<file path="config.mk">
export PLATFORM = sky130hd
export DESIGN_NAME = ifetch
export DESIGN_NICKNAME = d
export VERILOG_FILES = /design/src/rtl/ifetch.sv
export SDC_FILE = /design/constraint.sdc
export NUM_CORES = 1
export LEC_CHECK = 0
export ABC_AREA = 1
export ABC_CLOCK_PERIOD_IN_PS = 2610
export BUFFER_PORTS_ARGS = -buffer_cell sky130_fd_sc_hd__buf_2
export CAP_MARGIN = 15
export CORE_AREA = 2 2 41 43
export CTS_BUF_LIST = sky130_fd_sc_hd__clkbuf_8
export CTS_CLUSTER_SIZE = 10
export DETAILED_ROUTE_END_ITERATION = 8
export DIE_AREA = 0 0 43 45
export GPL_ROUTABILITY_DRIVEN = 0
export MAX_ROUTING_LAYER = met4
export PLACE_DENSITY = 0.87
export SETUP_SLACK_MARGIN = 0.4
export SLEW_MARGIN = 0
export SYNTH_ARGS = -nofsm -noshare
export SYNTH_HDL_FRONTEND = slang
export SYNTH_SLANG_ARGS = --single-unit
export TNS_END_PERCENT = 100
</file>
<file path="constraint.sdc">
create_clock -name clock -period 2.61 [get_ports clock]
set_clock_uncertainty 0.15 [all_clocks]
set_input_delay 0 -clock clock [delete_from_list [all_inputs] [get_ports clock]]
set_output_delay 0 -clock clock [all_outputs]
set_load 0.05 [all_outputs]
</file>
<file path="src/rtl/ifetch.sv">
// ifetch: instruction-fetch sequencer between the pc counter and the synchronous ROM.
// Fetches the word at pc into ir, offers it to decode with a valid/ready handshake and
// pulses pc_en once per captured word so the pc counter advances.
// Optional build macro: IFETCH_HALT_DETECT_EN adds halt-opcode detection and a HALT state.
module ifetch #(
  parameter int              AW      = 5,
  parameter int              DW      = 8,
  parameter int              MEM_LAT = 1,
  parameter logic [DW-1:0]   HALT_OP = DW'(8'hFF)
) (
  input  logic          clock,
  input  logic          reset,
  input  logic          run,
  input  logic [AW-1:0] pc,
  output logic          pc_en,
  output logic [AW-1:0] mem_addr,
  output logic          mem_rd,
  input  logic [DW-1:0] mem_rdata,
  output logic [DW-1:0] ir,
  output logic          ir_valid,
  input  logic          ir_ready,
  output logic          halted
);

`ifdef IFETCH_HALT_DETECT_EN
  typedef enum logic [2:0] {IDLE, REQ, WAIT, HOLD, HALT} state_t;
`else
  typedef enum logic [1:0] {IDLE, REQ, WAIT, HOLD} state_t;
`endif

  state_t        state_q, state_d;
  logic [1:0]    cnt_q, cnt_d;
  logic [DW-1:0] ir_q, ir_d;
  logic          ir_valid_q, ir_valid_d;
  logic          pc_en_q, pc_en_d;
  logic          halt_word;

`ifdef IFETCH_HALT_DETECT_EN
  assign halt_word = (mem_rdata == HALT_OP);
  assign halted    = (state_q == HALT);
`else
  logic unused_halt_op;
  assign unused_halt_op = ^HALT_OP;
  assign halt_word      = 1'b0;
  assign halted         = 1'b0;
`endif

  assign mem_addr = pc;
  assign mem_rd   = (state_q == REQ);
  assign ir       = ir_q;
  assign ir_valid = ir_valid_q;
  assign pc_en    = pc_en_q;

  // State, wait counter, instruction register and registered pc_en pulse
  always_ff @(posedge clock or posedge reset) begin
    if (reset) begin
      state_q    <= IDLE;
      cnt_q      <= '0;
      ir_q       <= '0;
      ir_valid_q <= 1'b0;
      pc_en_q    <= 1'b0;
    end else begin
      state_q    <= state_d;
      cnt_q      <= cnt_d;
      ir_q       <= ir_d;
      ir_valid_q <= ir_valid_d;
      pc_en_q    <= pc_en_d;
    end
  end

  // Next-state logic; pc_en_d is set only when leaving WAIT so the pulse lands in the first HOLD cycle
  always_comb begin
    state_d    = state_q;
    cnt_d      = cnt_q;
    ir_d       = ir_q;
    ir_valid_d = ir_valid_q;
    pc_en_d    = 1'b0;
    case (state_q)
      IDLE: begin
        if (run) state_d = REQ;
      end
      REQ: begin
        cnt_d   = 2'(MEM_LAT - 1);
        state_d = WAIT;
      end
      WAIT: begin
        if (cnt_q == 2'd0) begin
          ir_d       = mem_rdata;
          ir_valid_d = 1'b1;
          pc_en_d    = ~halt_word;
          state_d    = HOLD;
        end else begin
          cnt_d = cnt_q - 2'd1;
        end
      end
      HOLD: begin
        if (ir_valid_q && ir_ready) begin
          ir_valid_d = 1'b0;
`ifdef IFETCH_HALT_DETECT_EN
          if (ir_q == HALT_OP) state_d = HALT;
          else if (run)        state_d = REQ;
          else                 state_d = IDLE;
`else
          state_d = run ? REQ : IDLE;
`endif
        end
      end
`ifdef IFETCH_HALT_DETECT_EN
      HALT: begin
        state_d = HALT;
      end
`endif
      default: state_d = IDLE;
    endcase
  end

endmodule
</file>
# After elaboration in Yosys (flattened, before gate mapping)
# Cells that the tools add are included.
# word_totals
register_bits	14
in_bits	17
out_inout_bits	17
# op_classes
add_sub_neg	1
n_eq_ne	7
n_mux	12
n_reduce_logical	9
# op_table
cell	n
two-way mux 2 bit	4
inequality test 2 bit, second input constant	4
case mux 2 bit (4 select lines)	1
AND reduction 3 bit	2
two-way mux 1 bit	5
equality test 2 bit, second input constant	2
zero test 2 bit	2
case mux 2 bit (2 select lines)	1
AND reduction 2 bit	2
nonzero test 2 bit	2
equality test 2 x 1 -> 1 bit, second input constant	1
case mux 1 bit (2 select lines)	1
subtractor 2 x 1 -> 2 bit, second input constant	1
logical AND 1 bit	1

# Longest topological paths before layout
# Gate-level depths: netlist of run 1.
# logic_depth
depth_word	3
depth_mapped	8

# Worst setup path before layout of run 1
# No wires, ideal clock.
# synth_timing
path_kind	register -> register
startpoint	register state_q[1]
endpoint	register cnt_q[0]
setup_time_ns	0.127
arrival_ns	1.193
path_slack_ns	1.141
stages_incl_launch_ff	6
n_path_buf	0
synth_period_minus_slack_ns	1.469
path_cell_list	dfrtp_1 > inv_1 > ha_1 > o21ai_1 > nand2_1 > o21ai_0
# synth_between
elab_chain_len	3
elab_cells_between_ends	6
cone_classes	3 x eq/ne; 1 x mux; 2 x reduce/logical
# synth_lines
item	line_no	source
start: declaration	31	state_t state_q, state_d;
start signal: assignment	63	state_q <= state_d;
equality test 2 x 1 -> 1 bit (*)	--	
via mem_rd	17	output logic mem_rd,
nonzero test 2 bit (no source line)	--	
AND reduction 2 bit (no source line)	--	
end signal: assignment	64	cnt_q <= cnt_d;
end: declaration	32	logic [1:0] cnt_q, cnt_d;
# The timed path passes the listed nets; every way through them passes the cells marked *.
# A chain may end at the register's enable or synchronous reset.

# Worst setup path in the final report of run 1
# layout_timing
startpoint	register state_q[0]
endpoint	register ir_valid_q (netlist: ir_valid)
# layout_between
elab_chain_len	3
elab_cells_between_ends	7
cone_classes	4 x eq/ne; 1 x mux; 2 x reduce/logical
# layout_lines
item	line_no	source
equality test 2 bit	78	case (state_q)
inequality test 2 bit (no source line) or nonzero test 2 bit (tied branches)	--	
AND reduction 3 bit (no source line)	--	
end signal: assignment	66	ir_valid_q <= ir_valid_d;
end: declaration	34	logic ir_valid_q, ir_valid_d;
# Several ways; a longest one is shown, not always the timed one.

==> flow_summary.yaml, run 1 <==
outcome:
  status: "complete, but fails checks"
  violations: "hold timing"
global_routing:
  grt_overflow: 0
  antenna_found_initial: 0
  first_global_vias: 543
  grt_pass1_wl_um: 2300
  globalRouteTotalUtil_pct: 18.1
  grt_max_degree: 15
critical_path:
  path_depth: 6
  path_class: "flop to flop"
  crit_family: "flip-flops"
  cp.arrival_ps: 1440
  path_buf_inv: 2
  cp-end-kind: "flop"
  cp_slowest_cell: "dfrtp_1"
  rr_worst_depth: 6
  path_max_fanout: 10
  start_kind: "flop"
  path_cells: "inv_1, ha_1, nand2_4, clkinv_4, nor2_1, o21ai_1"
  required_ps: 2600
  max_stage_delay_ps: 410
detailed_routing:
  wl_um: 1460
  wl_per_cell_um: 10.9
  vias: 605
  postRouteAntennaNets: 0
  drtPass1Iterations: 4
  drt_iter0_drc: 4
  vias_per_cell: 4.51
  route.detailed.drc: 0
sta:
  rsz0062_at_grt: "no"
  fin_worst_hold_slack_ps: -3.18
  setup_ws_ps: 1160
  period_needed_ps: 1450
  finalSetupTns_ps: 0
  final-max-slew-violation-count: 0
  worst_slew_pin_slew_ps: 520
  fmax_mhz: 688
  max_slew_margin_pct: 65.3
  finalHoldViolations: 1
  finalSetupViolCount: 0
  min_period_over_period_pct: 55.7
power:
  leakagePower_nw: 0.564
  power_density_nw_per_um2: 1340
  ir_drop_mv: 0.685
  power.total_mw: 1.32
clocking:
  htreeDepth: 1
  cts_resized: 0
  cts_tree: "built"
  clockRootBuffer: "clkbuf_8"
  numCtsBuffers: 3
  clkTransAtPathRegs_ps: 60
  cts_buffer_depth: 2
  worstSkewPairLatency_ps: 250
  cts_sinks: 14
run:
  max_cap_viol_count: 0
logic_synthesis:
  synthSimpleGateAreaFrac_pct: 26.5
  yosys.area.top_type: "dfrtp_1"
  synth_cells: 84
  ys_types: 15
  syn_area_um2: 708
  yosys-mux-area-fraction_pct: 0
  synth_xor_area_share_pct: 0
  netlist_top_cells_area: "dfrtp_1 (49%), nand2_1 (20%), ha_1 (8.8%)"
  syn_area_per_cell_um2: 8.43
  synth_top_family_by_area: "simple AND/OR/NAND/NOR gates"
  ys_seq_elements: 14
  syn_nets: 106
  ys.warnings.count: 0
  synth_top_area_share_pct: 49.5
  ys_seq_area_share_pct: 49.5
  synthAdderAreaFrac_pct: 8.83
  synth_compound_area_share_pct: 2.83
cells_and_area:
  n_fill_cell: 130
  mostFrequentLayoutCells: "nand2_1 (38), buf_2 (22), dfrtp_1 (14), dlygate4sd3_1 (14), inv_1 (8)"
  drive_gt1_share_pct: 25.4
  diodes: 0
  multi_input_area_um2: 274
  instances_no_fill: 134
  nNetsFinal: 141
  post-route-util_pct: 67.2
  final_common_cell: "nand2_1"
  area_growth_pct: 39.6
  regArea_um2: 350
floorplan:
  dieArea_um2: 1940
  dieWidth_um: 43
  coreArea_um2: 1470
  die_h_um: 45
  rows: 14
  ioPinCount: 34
  start_util_pct: 48.1
placement:
  dp_cells: 116
  pre_cts_slack_ps: 1160
  port_buffers: 22
  post-dp-hpwl_um: 985
worst_hold_path:
  hold_depth: 5
  hp-class: "input port to flop"
-- report_power, final --
part / switching (mW) / internal (mW)
registers: 0.0623 / 0.313
clock network: 0.0762 / 0.134
logic: 0.548 / 0.189
-- worst paths after layout --
kind / from / end / slack (ps)
max: state_q[0] / ir_valid / 1160
min: run / state_q[0] / -3
max reg2reg: state_q[0] / ir_valid / 1160
min reg2reg: ir[0] / ir[0] / 330
max in group asynchronous: reset / ir[6] / 1790
min in group asynchronous: reset / cnt_q[0] / 170
-- sequential cells by signal (all words and copies together), names as in the netlist --
name / flops
ir_valid: 1
state_q: 2
ir: 8
pc_en: 1
cnt_q: 2
-- logic make-up after synthesis --
logic type / count (synthesis)
AO/OA/AOI/OAI: 4
adder cells (fa/ha/maj): 5
buffers and inverters: 15
flip-flops: 14
other: 1
AND/OR/NAND/NOR: 45
-- synthesized netlist by cell type, drive strengths merged --
cell    instances
buf             6
clkinv          1
conb            1
dfrtp          14
ha              5
inv             8
nand2          40
nand3           2
nand3b          1
nor2            2
o21ai           4
-- through the flow --
stage,hold WS [ps],area [µm²]
6_report,-3.18,988
3_3_place_gp,-150,793
4_1_cts,0.597,988
3_5_place_dp,-150,793
5_1_grt,57.6,988
2_1_floorplan,-261,708
-- layer usage --
metal | vias to the layer above | GRT usage, % | routed length [µm]
li1 | 317 | - | -
met1 | 260 | 21.4 | 642
met2 | 22 | 26.1 | 678
met3 | 6 | 7.20 | 92
met4 | 0 | 10.9 | 45
met5 | - | - | 0
-- worst reg2reg max path, cell delays in order, from the launching register on --
cell and delay [ps]:
dfrtp_1 410, inv_1 100, ha_1 270, nand2_4 150
clkinv_4 110, nor2_1 100, o21ai_1 60
-- timing repair --
action,4_1_cts,5_1_grt
hold buffers,14,0
endpoints found under the hold margin,27,0
setup buffers,0,0
-- cell type report --
type	instances	share of cell area (%)
Inverter	9	3.92
Sequential cell	14	35.4
Multi-Input combinational cell	55	27.7
Tap cell	16	2.03
Timing Repair Buffer	36	25.3
Clock buffer	4	5.57
Power figures use the tool's default switching activity.
==> inputs of run 2 (changes only) <==
--- a/config.mk
+++ b/config.mk
@@ -6,17 +6,17 @@
 export NUM_CORES = 1
 export LEC_CHECK = 0
 export ABC_AREA = 1
-export ABC_CLOCK_PERIOD_IN_PS = 2610
+export ABC_CLOCK_PERIOD_IN_PS = 1500
 export BUFFER_PORTS_ARGS = -buffer_cell sky130_fd_sc_hd__buf_2
 export CAP_MARGIN = 15
-export CORE_AREA = 2 2 41 43
+export CORE_AREA = 2 2 43 45
 export CTS_BUF_LIST = sky130_fd_sc_hd__clkbuf_8
 export CTS_CLUSTER_SIZE = 10
 export DETAILED_ROUTE_END_ITERATION = 8
-export DIE_AREA = 0 0 43 45
+export DIE_AREA = 0 0 45 47
 export GPL_ROUTABILITY_DRIVEN = 0
 export MAX_ROUTING_LAYER = met4
-export PLACE_DENSITY = 0.87
+export PLACE_DENSITY = 0.8
 export SETUP_SLACK_MARGIN = 0.4
 export SLEW_MARGIN = 0
 export SYNTH_ARGS = -nofsm -noshare
==> constraint.sdc (replaced) <==
create_clock -name clock -period 1.5 [get_ports clock]
set_clock_uncertainty 0.15 [all_clocks]
set_input_delay 0 -clock clock [delete_from_list [all_inputs] [get_ports clock]]
set_output_delay 0 -clock clock [all_outputs]
set_load 0.05 [all_outputs]
==> flow_summary.yaml, run 2 (synthesis results as in run 1) <==
outcome:
  status: "finished clean"
placement:
  dpl_cell_area_um2: 825
  pre_cts_slack_ps: 164
  dp_cells: 117
  port_buffers: 22
  post-dp-hpwl_um: 1070
global_routing:
  first_global_vias: 598
  grt_max_degree: 15
  globalRouteTotalUtil_pct: 17.1
  grt_pass1_wl_um: 2480
  antenna_found_initial: 0
  grt_overflow: 0
cells_and_area:
  drive_gt1_share_pct: 41.1
  final_common_cell: "nand2_1"
  mostFrequentLayoutCells: "nand2_1 (36), buf_2 (21), dlygate4sd3_1 (16)"
  n_fill_cell: 126
  instances_no_fill: 141
  final_area_um2: 1130
  largest_reg_flops: 8
  post-route-util_pct: 68.6
  nNetsFinal: 147
  area_growth_pct: 59.9
  diodes: 0
critical_path:
  path_max_fanout: 5
  start_kind: "flop"
  ff2ff_setup_slack_ps: 210
  timing.rr.start: "state_q[1]"
  cp-end-kind: "flop"
  worstReg2RegEnd: "state_q[0]"
  cp.arrival_ps: 1320
  required_ps: 1530
  path_class: "flop to flop"
  rr_worst_depth: 6
worst_hold_path:
  hp-class: "input port to asynchronous set/reset pin"
floorplan:
  die_h_um: 47
  rows: 15
  dieWidth_um: 45
  ioPinCount: 34
  start_util_pct: 42.9
  coreArea_um2: 1650
  dieArea_um2: 2120
sta:
  fin_worst_hold_slack_ps: 206
  rsz0062_at_grt: "yes"
  finalSetupTns_ps: 0
  max_slew_margin_pct: 63.9
  finalSetupViolCount: 0
  final-max-slew-violation-count: 0
  fmax_mhz: 776
  worst_slew_pin_slew_ps: 541
  setup_ws_ps: 211
  finalHoldViolations: 0
  period_needed_ps: 1290
  min_period_over_period_pct: 86.0
clocking:
  cts_sinks: 14
  worstSkewPairLatency_ps: 240
  cts_tree: "built"
  clkTransAtPathRegs_ps: 60
  numCtsBuffers: 3
  clockRootBuffer: "clkbuf_8"
  htreeDepth: 1
  cts_buffer_depth: 2
detailed_routing:
  postRouteAntennaNets: 0
  wl_per_cell_um: 12.3
  vias_per_cell: 4.58
  route.detailed.drc: 0
  drt_iter0_drc: 5
  wl_um: 1740
  vias: 646
  drtPass1Iterations: 4
power:
  power.total_mw: 2.55
  leakagePower_nw: 0.605
  power_density_nw_per_um2: 2250
  ir_drop_mv: 1.56
run:
  max_cap_viol_count: 0
## run 2: how the worst max path moves through the flow
| stage | start | to | depth (start not counted) |
|---|---|---|---|
| after CTS | state_q[0] | cnt_q[0] | 6 |
| after detailed placement | state_q[0] | cnt_q[0] | 6 |
| after floorplan | state_q[0] | ir_valid | 6 |
| after global routing | state_q[1] | state_q[0] | 6 |
| final | state_q[1] | state_q[0] | 6 |
| after global placement | state_q[0] | ir_valid | 6 |
## run 2: layer usage
layer  track usage (%)  share of wire, %  vias to the layer above
met5                 -                 0                        -
met3              2.31               3.6                        4
met2              27.4                52                       22
li1                  -                 -                      329
met4              8.82               2.1                        0
met1              21.0                42                      291
## run 2: report_power, final
| group | switching [mW] | leakage (nW) | total [mW] | internal [mW] |
|---|---|---|---|---|
| clock network | 0.133 | 0.0288 | 0.366 | 0.232 |
| logic | 1.05 | 0.405 | 1.52 | 0.471 |
| registers | 0.118 | 0.171 | 0.671 | 0.553 |
## run 2: critical path, stage by stage, from the launching register on
cell and delay, ps:
dfrtp_2 450, ha_2 210, nand2_1 130, nand2_4 70, nor2_4 110, nand2_1 50
nand2_1 50
## run 2: cell type report
type,instances,area [µm²],share of cell area (%)
Inverter,9,46.3,4.09
Clock buffer,4,55.1,4.86
Sequential cell,14,354,31.3
Timing Repair Buffer,42,307,27.1
Multi-Input combinational cell,55,349,30.8
Tap cell,17,21.3,1.88
## run 2: timing repair
action / in CTS / in global routing
buffers inserted: 2 / 2
setup endpoints to repair: 15 / 15
gates resized for setup: 9 / 10
pin swaps: 1 / 5
hold buffers: 16 / 0
endpoints found under the hold margin: 29 / 0
==> inputs of run 3 (changes only) <==
--- a/config.mk
+++ b/config.mk
@@ -7,7 +7,7 @@
 export LEC_CHECK = 0
 export ABC_AREA = 1
 export ABC_CLOCK_PERIOD_IN_PS = 1500
-export BUFFER_PORTS_ARGS = -buffer_cell sky130_fd_sc_hd__buf_2
+export BUFFER_PORTS_ARGS = -buffer_cell sky130_fd_sc_hd__buf_4
 export CAP_MARGIN = 15
 export CORE_AREA = 2 2 43 45
 export CTS_BUF_LIST = sky130_fd_sc_hd__clkbuf_8
==> flow_summary.yaml, run 3 (synthesis results as in run 1) <==
power:
  power_density_nw_per_um2: 2310
  ir_drop_mv: 1.36
  power.total_mw: 2.91
  leakagePower_nw: 0.657
placement:
  post-dp-hpwl_um: 1080
  dpl_cell_area_um2: 880
  port_buffers: 22
critical_path:
  timing.rr.start: "state_q[0]"
  max_stage_delay_ps: 430
  path_class: "flop to flop"
  ff2ff_setup_slack_ps: 180
  cp_slowest_cell: "dfrtp_2"
  required_ps: 1490
  path_cells: "inv_2, ha_4, nand2_8, buf_12, nand2_2, nand2_1"
  cp.arrival_ps: 1310
  start_kind: "flop"
  path_max_fanout: 7
  worstReg2RegEnd: "ir[3]"
  cp-end-kind: "flop"
  rr_worst_depth: 6
clocking:
  cts_buffer_depth: 2
  clockRootBuffer: "clkbuf_8"
  worstSkewPairLatency_ps: 250
  clkTransAtPathRegs_ps: 60
  numCtsBuffers: 3
  cts_sinks: 14
  cts_tree: "built"
  htreeDepth: 1
global_routing:
  antenna_found_initial: 0
  grt_max_degree: 15
  first_global_vias: 682
  globalRouteTotalUtil_pct: 19.7
  grt_pass1_wl_um: 2820
  grt_overflow: 0
floorplan:
  coreArea_um2: 1650
  rows: 15
  dieArea_um2: 2120
  ioPinCount: 34
  die_h_um: 47
  dieWidth_um: 45
  start_util_pct: 42.9
cells_and_area:
  diodes: 0
  mostFrequentLayoutCells: "nand2_1 (26), buf_4 (25), dlygate4sd3_1 (16)"
  largest_reg_flops: 8
  regArea_um2: 354
  area_growth_pct: 78.4
  drive_gt1_share_pct: 50.4
  multi_input_area_um2: 392
  post-route-util_pct: 76.5
  n_fill_cell: 97
  final_area_um2: 1260
  final_common_cell: "nand2_1"
  nNetsFinal: 150
outcome:
  status: "finished clean"
detailed_routing:
  vias: 689
  drt_iter0_drc: 11
  wl_per_cell_um: 13.8
  drtPass1Iterations: 4
  vias_per_cell: 4.78
  route.detailed.drc: 0
  wl_um: 1980
  postRouteAntennaNets: 0
sta:
  finalSetupTns_ps: 0
  rsz0062_at_grt: "yes"
  finalSetupViolCount: 0
  period_needed_ps: 1320
  finalHoldViolations: 0
  worst_slew_pin_slew_ps: 549
  max_slew_margin_pct: 63.4
  min_period_over_period_pct: 87.9
  fmax_mhz: 758
  fin_worst_hold_slack_ps: 215
  final-max-slew-violation-count: 0
worst_hold_path:
  hp-class: "input port to asynchronous set/reset pin"
run:
  max_cap_viol_count: 0
-- run 3: what timing repair did --
| action | 4_1_cts | 5_1_grt |
|---|---|---|
| pin swaps | 8 | 11 |
| resized for setup | 15 | 17 |
| setup endpoints to repair | 15 | 15 |
| gates cloned | 0 | 1 |
| hold buffers | 16 | 0 |
| setup buffers | 4 | 2 |
| hold endpoints to repair | 29 | 0 |
-- run 3: stage by stage --
stage | worst slack (ps) | std cells
3_5_place_dp | 175 | 117
5_1_grt | 139 | 144
3_3_place_gp | 213 | 117
2_1_floorplan | 254 | 84
4_1_cts | 211 | 141
6_report | 181 | 144
-- run 3: where the power goes --
group	switching [mW]	total (mW)	leakage [nW]	internal, mW
Sequential	0.166	0.720	0.171	0.554
Combinational	1.14	1.83	0.457	0.683
Clock	0.135	0.368	0.0288	0.233
Total	1.44	2.91	0.657	1.47
-- run 3: per-layer routing --
metal / global-route usage [%] / wire (µm) / vias to the layer above
met2: 29.4 / 1050 / 22
met3: 4.62 / 80 / 4
li1: - / - / 336
met1: 24.3 / 817 / 327
met5: - / 0 / -
met4: 11.2 / 38 / 0
-- run 3: layout make-up --
cell class	instances	area share [%]
multi-input combinational	55	31.0
sequential	14	28.0
timing repair buffer	44	31.2
clock buffer	4	4.36
tap	17	1.68
inverter	9	3.27
timing repair inverter	1	0.495
-- run 3: how the worst max path moves through the flow --
stage	from	end	slack [ps]	depth (start not counted)
2_1_floorplan	state_q[0]	ir_valid	250	6
3_3_place_gp	state_q[0]	ir_valid	210	6
3_5_place_dp	state_q[1]	state_q[1]	170	6
4_1_cts	cnt_q[1]	state_q[1]	210	8
5_1_grt	state_q[1]	state_q[0]	140	7
6_report	state_q[0]	ir[3]	180	6
-- run 3: critical path: cells and delay by family, from the launching register on --
family	cells	cell delay, ps
adder cells (fa/ha/maj)	1	190
buffers and inverters	2	250
flip-flops	1	430
AND/OR/NAND/NOR	3	200
